File: src/rtl/text_blit_ctrl.sv
// Text Table (TXBL) write-port sequencer and arbiter.
// Runs FILL (range fill) and SCROLL (copy rows up, clear bottom row) commands
// one write per cycle; any CPU write to TXBL takes the port and stalls the engine.
// Optional feature macro: TEXT_BLIT_IRQ_EN adds a sticky completion interrupt
// (irq_o / irq_clr_i).
module text_blit_ctrl #(
  parameter int unsigned ROWS    = 30,
  parameter int unsigned COLS    = 32,
  parameter int unsigned TXBL_AW = 10
) (
  input  logic               cpu_clk,
  input  logic               rst_n,
  input  logic               cmd_valid_i,
  output logic               cmd_ready_o,
  input  logic [1:0]         cmd_op_i,
  input  logic [7:0]         cmd_tile_i,
  input  logic [TXBL_AW-1:0] cmd_start_i,
  input  logic [TXBL_AW:0]   cmd_count_i,
  input  logic               cpu_wen_i,
  input  logic [TXBL_AW-1:0] cpu_addr_i,
  input  logic [7:0]         cpu_wdata_i,
  output logic [TXBL_AW-1:0] eng_raddr_o,
  input  logic [7:0]         eng_rdata_i,
  output logic               txbl_wen_o,
  output logic [TXBL_AW-1:0] txbl_waddr_o,
  output logic [7:0]         txbl_wdata_o,
  output logic               busy_o,
  output logic               done_o
`ifdef TEXT_BLIT_IRQ_EN
  ,
  output logic               irq_o,
  input  logic               irq_clr_i
`endif
);

  localparam logic [1:0] OpFill   = 2'b01;
  localparam logic [1:0] OpScroll = 2'b10;

  localparam logic [TXBL_AW-1:0] AddrOne   = TXBL_AW'(1);
  localparam logic [TXBL_AW-1:0] ColStride = TXBL_AW'(COLS);
  // Last destination of the row copy and last entry of the cleared bottom row.
  localparam logic [TXBL_AW-1:0] CopyLast  = TXBL_AW'((ROWS - 1) * COLS - 1);
  localparam logic [TXBL_AW-1:0] ClearLast = TXBL_AW'(ROWS * COLS - 1);
  localparam logic [TXBL_AW:0]   RemOne    = (TXBL_AW + 1)'(1);

  typedef enum logic [2:0] {
    StIdle,
    StFill,
    StCopy,
    StClear,
    StDone
  } state_e;

  state_e               state_q, state_d;
  logic [TXBL_AW-1:0]   addr_q, addr_d;
  logic [TXBL_AW:0]     rem_q, rem_d;
  logic [7:0]           tile_q, tile_d;
  logic                 eng_we;
  logic [7:0]           eng_wdata;

  // State and command registers; reset aborts any command in flight.
  always_ff @(posedge cpu_clk or negedge rst_n) begin
    if (!rst_n) begin
      state_q <= StIdle;
      addr_q  <= '0;
      rem_q   <= '0;
      tile_q  <= '0;
    end else begin
      state_q <= state_d;
      addr_q  <= addr_d;
      rem_q   <= rem_d;
      tile_q  <= tile_d;
    end
  end

  // Next-state logic; a CPU write this cycle freezes address and counter.
  always_comb begin
    state_d     = state_q;
    addr_d      = addr_q;
    rem_d       = rem_q;
    tile_d      = tile_q;
    eng_we      = 1'b0;
    eng_wdata   = tile_q;
    cmd_ready_o = 1'b0;
    done_o      = 1'b0;
    unique case (state_q)
      StIdle: begin
        cmd_ready_o = 1'b1;
        if (cmd_valid_i) begin
          tile_d = cmd_tile_i;
          addr_d = cmd_start_i;
          rem_d  = cmd_count_i;
          if (cmd_op_i == OpFill) begin
            state_d = (cmd_count_i != '0) ? StFill : StDone;
          end else if (cmd_op_i == OpScroll) begin
            addr_d  = '0;
            state_d = StCopy;
          end else begin
            state_d = StDone;
          end
        end
      end
      StFill: begin
        eng_we = 1'b1;
        if (!cpu_wen_i) begin
          addr_d = addr_q + AddrOne;
          rem_d  = rem_q - RemOne;
          if (rem_q == RemOne) state_d = StDone;
        end
      end
      StCopy: begin
        eng_we    = 1'b1;
        eng_wdata = eng_rdata_i;
        if (!cpu_wen_i) begin
          // Clear row begins right after the copy region, so the address just runs on.
          addr_d = addr_q + AddrOne;
          if (addr_q == CopyLast) state_d = StClear;
        end
      end
      StClear: begin
        eng_we = 1'b1;
        if (!cpu_wen_i) begin
          addr_d = addr_q + AddrOne;
          if (addr_q == ClearLast) state_d = StDone;
        end
      end
      StDone: begin
        done_o  = 1'b1;
        state_d = StIdle;
      end
      default: state_d = StIdle;
    endcase
  end

  // Write-port mux: CPU has absolute priority over the engine.
  always_comb begin
    txbl_wen_o   = cpu_wen_i | eng_we;
    txbl_waddr_o = cpu_wen_i ? cpu_addr_i  : addr_q;
    txbl_wdata_o = cpu_wen_i ? cpu_wdata_i : eng_wdata;
    eng_raddr_o  = (state_q == StCopy) ? (addr_q + ColStride) : '0;
    busy_o       = (state_q != StIdle);
  end

`ifdef TEXT_BLIT_IRQ_EN
  logic irq_q;

  // Sticky completion flag; a set in the same cycle as a clear wins.
  always_ff @(posedge cpu_clk or negedge rst_n) begin
    if (!rst_n) begin
      irq_q <= 1'b0;
    end else if (done_o) begin
      irq_q <= 1'b1;
    end else if (irq_clr_i) begin
      irq_q <= 1'b0;
    end
  end

  // Raised in the done cycle itself, not one cycle later.
  always_comb begin
    irq_o = irq_q | done_o;
  end
`endif

endmodule

File: config.mk
export PLATFORM = sky130hd
export DESIGN_NAME = text_blit_ctrl
export DESIGN_NICKNAME = d
export VERILOG_FILES = /design/src/rtl/text_blit_ctrl.sv
export SDC_FILE = /design/constraint.sdc
export NUM_CORES = 1
export LEC_CHECK = 0
export ABC_AREA = 1
export CORE_MARGIN = 2
export CORE_UTILIZATION = 49
export DETAILED_ROUTE_END_ITERATION = 8
export PLACE_DENSITY_LB_ADDON = 0.12
export SLEW_MARGIN = 20
export SYNTH_ARGS = -nofsm -noshare
export SYNTH_HDL_FRONTEND = slang
export SYNTH_SLANG_ARGS = --single-unit
File: constraint.sdc
create_clock -name cpu_clk -period 2.2 [get_ports cpu_clk]
set_input_delay 0.44 -clock cpu_clk [delete_from_list [all_inputs] [get_ports cpu_clk]]
set_output_delay 0.44 -clock cpu_clk [all_outputs]
set_load 0.01 [all_outputs]
==> results_dict.tcl <==
set metrics [dict create \
    drt-total-wl_um 7400 \
    antenna_cells 0 \
    vias 2964 \
    finalHoldViolCount 0 \
    cts_root_buf "clkbuf_8" \
    p_sw_mw 2.04 \
    rsz0062_at_grt "false" \
    die_area_um2 5910 \
    avgSynthCellArea_um2 6.76 \
    p_per_area_nw_per_um2 1160 \
    intPower_mw 2.35 \
    finalCriticalPeriod_ns 2.11 \
    fmax_ghz 0.474 \
    min_from "tile_q[1]$_DFFE_PN0P_" \
    initial_core_util 0.509 \
    globalRouteMet3Util 0.0694 \
    synth-seq-cells 32 \
    grt_pass1_vias 2881 \
    vdd_drop_max_uv 625 \
    synthDistinctLibCells 38 \
    power_mw 4.39 \
    clkPwrFrac 0.133 \
    status "completed" \
    cts_tree "yes" \
    grtUsageMet2 0.455 \
    r2r_cells 9 \
    critPathLaunchType "flip-flop" \
    most-common-layout-cells "nand2_1 (104), clkdlybuf4s50_1 (61), nor2_1 (48), inv_1 (42), nand3_1 (40)" \
    criticalPathCategory "flip-flop to output pin" \
    wl_per_cell_um 13.1 \
    core_area_um2 5110 \
    vias_per_cell 5.25 \
    pwr-share-seq 0.261 \
    fin_area_um2 3790 \
    place_congestion 0.880 \
    ys_warn_count 0 \
    end_kind "output pin" \
    synthCells 385 \
    cap_viol_max_count 0 \
    crit_path_max_fanout 7 \
    dp_hpwl_um 5610 \
    busiest_layer "met2" \
    leakage_nw 1.89 \
    cp-startpoint "state_q[2]$_DFFE_PN0P_" \
    cp.required_ns 1.76 \
    nNetsFinal 559 \
    grt_pass1_wl_um 12800 \
    crit_arrival_ns 1.67 \
    r2r-start "state_q[1]$_DFFE_PN0P_" \
    hold_path.class "flip-flop to flip-flop" \
    die-width_um 76.9 \
    antenna_found_initial 0 \
    gr-total-overflow 0 \
    clkSlewWorstSetupHoldPaths_ns 0.07 \
    drt_iter0_drc 147 \
    fin_worst_skew_ns 0.00535 \
    r2r_slack_ns 0.40 \
    row_count 26 \
    n_fill_cell 454 \
    drt_pre_antenna_iters 4 \
    slew_violations 0 \
    cts_htree_levels 2 \
    tightestPinTransition_ns 0.479 \
    io-pin-count 93 \
    clockBufferDepth 2 \
    seq_area_frac_synth 0.308 \
    slew_headroom 0.680 \
    syn_nets 450 \
    met1_usage 0.318 \
    grt_max_degree 33 \
    drive_gt1_frac 0.149 \
    p_comb_frac 0.606 \
    grtUsageTotal 0.260 \
    report.final.setup_viol 0 \
    die_y_um 76.9 \
    port-buffer-count 92 \
    placed_area_um2 3640 \
    final_common_cell "nand2_1" \
    insertion_delay_ns 0.29 \
    reg2reg_to "addr_q[2]$_DFFE_PN0P_" \
    antenna_left 0 \
    synth_area_um2 2600 \
    cts_sinks 32 \
    drc 0 \
    area_growth_pct 45.8 \
    finalSetupTns_ns 0 \
    swShare 0.465 \
    cts_buffers 5 \
    endpoint "eng_raddr_o[8]" \
    finalCritPeriodShare 0.959 \
]
## area by class of cell
class,count,area (um2),share of cell area
Sequential cell,32,802,0.211
Inverter,49,191,0.0505
Timing Repair Buffer,115,1090,0.286
Multi-Input combinational cell,291,1510,0.399
Clock buffer,5,68.8,0.0181
Clock inverter,3,42.5,0.0112
Tap cell,70,87.6,0.0231
## how the worst min path moves through the flow
stage,endpoint,slack (ns),cells past startpoint
after floorplan,addr_q[0]$_DFFE_PN0P_,0.14,0
after detailed placement,tile_q[1]$_DFFE_PN0P_,0.50,1
after CTS,tile_q[1]$_DFFE_PN0P_,0.51,1
after global placement,tile_q[1]$_DFFE_PN0P_,0.49,1
final,tile_q[1]$_DFFE_PN0P_,0.51,1
after global routing,tile_q[1]$_DFFE_PN0P_,0.52,1
## sequential cells by signal, indices dropped and copies added (netlist names)
signal and flops:
addr_q 10, rem_q 11, state_q 3, tile_q 8
## logic make-up (layout without fill, tap and decap cells)
family | Yosys count | count (layout) | share of synthesized area
buffers and inverters | 62 | 172 | 0.111
adders and majority gates | 4 | 4 | 0.0192
muxes | 8 | 8 | 0.0346
and+or+nand+nor | 219 | 219 | 0.393
AOI/OAI and AO/OA | 60 | 60 | 0.135
DFF | 32 | 32 | 0.308
## metrics by stage
step,cells,hold WS [ns],setup WS (ns),utilization
finish,565,0.509,0.0910,0.743
global route,565,0.521,0.00224,0.743
CTS,561,0.513,-0.0641,0.735
floorplan,385,0.144,0.566,-
detailed placement,549,0.496,-0.197,0.712
global placement,549,0.490,-0.154,0.712
## critical path: stages (launching register included)
cell,delay [ns]
dfrtp_2,0.45
nor2_2,0.14
nand2_1,0.08
buf_4,0.17
nor3b_1,0.23
dlygate4sd2_1,0.30
## cell usage after synthesis
library cell / count / area [um2]
o22ai_2: 1 / 12.5
nand4_1: 3 / 18.8
buf_12: 1 / 20.0
a21oi_2: 4 / 35.0
mux2_2: 8 / 90.1
nand3_1: 40 / 200
nor2_2: 3 / 18.8
nand3b_2: 1 / 11.3
clkinv_1: 1 / 3.75
a31oi_1: 9 / 56.3
nor3_1: 2 / 10.0
nor2_4: 2 / 22.5
o21bai_1: 1 / 7.51
buf_6: 2 / 22.5
inv_1: 42 / 158
o211ai_1: 1 / 7.51
a21oi_1: 8 / 40.0
nand2_8: 2 / 40.0
nand3_4: 1 / 17.5
dfrtp_1: 32 / 801
nand2_4: 1 / 11.3
nand2_2: 2 / 12.5
ha_1: 4 / 50.1
o21ai_1: 10 / 50.1
o31ai_2: 1 / 12.5
nor2_1: 49 / 184
nand3_2: 7 / 70.1
and2_1: 1 / 6.26
clkbuf_1: 4 / 15.0
o21ai_2: 1 / 8.76
o21ai_0: 24 / 120
nand2_1: 104 / 390
inv_6: 1 / 8.76
nor3b_1: 1 / 7.51
buf_2: 5 / 25.0
inv_4: 1 / 6.26
inv_2: 4 / 15.0
buf_8: 1 / 15.0
## power by group through the flow
stage          Combinational [mW]  Clock [mW]  Sequential [mW]
6_report                     2.66       0.585             1.14
5_1_grt                      2.98       0.621             1.18
2_1_floorplan                1.82           0             1.10
4_1_cts                      2.61       0.596             1.14
3_3_place_gp                 2.54           0             1.15
3_5_place_dp                 2.61           0             1.16
## metal layers
layer	vias up	share of wire
met2	116	0.48
met1	1371	0.43
met5	-	0
li1	1467	-
met4	0	0.010
met3	10	0.078
## timing repair
action	in CTS	in global routing
resized for setup	30	5
endpoints found under the hold margin	0	0
pin swaps	1	1
endpoints found under the setup margin	31	5
hold buffers	0	0
buffers inserted	4	4
No activity file was read; power rests on OpenSTA's default activity.
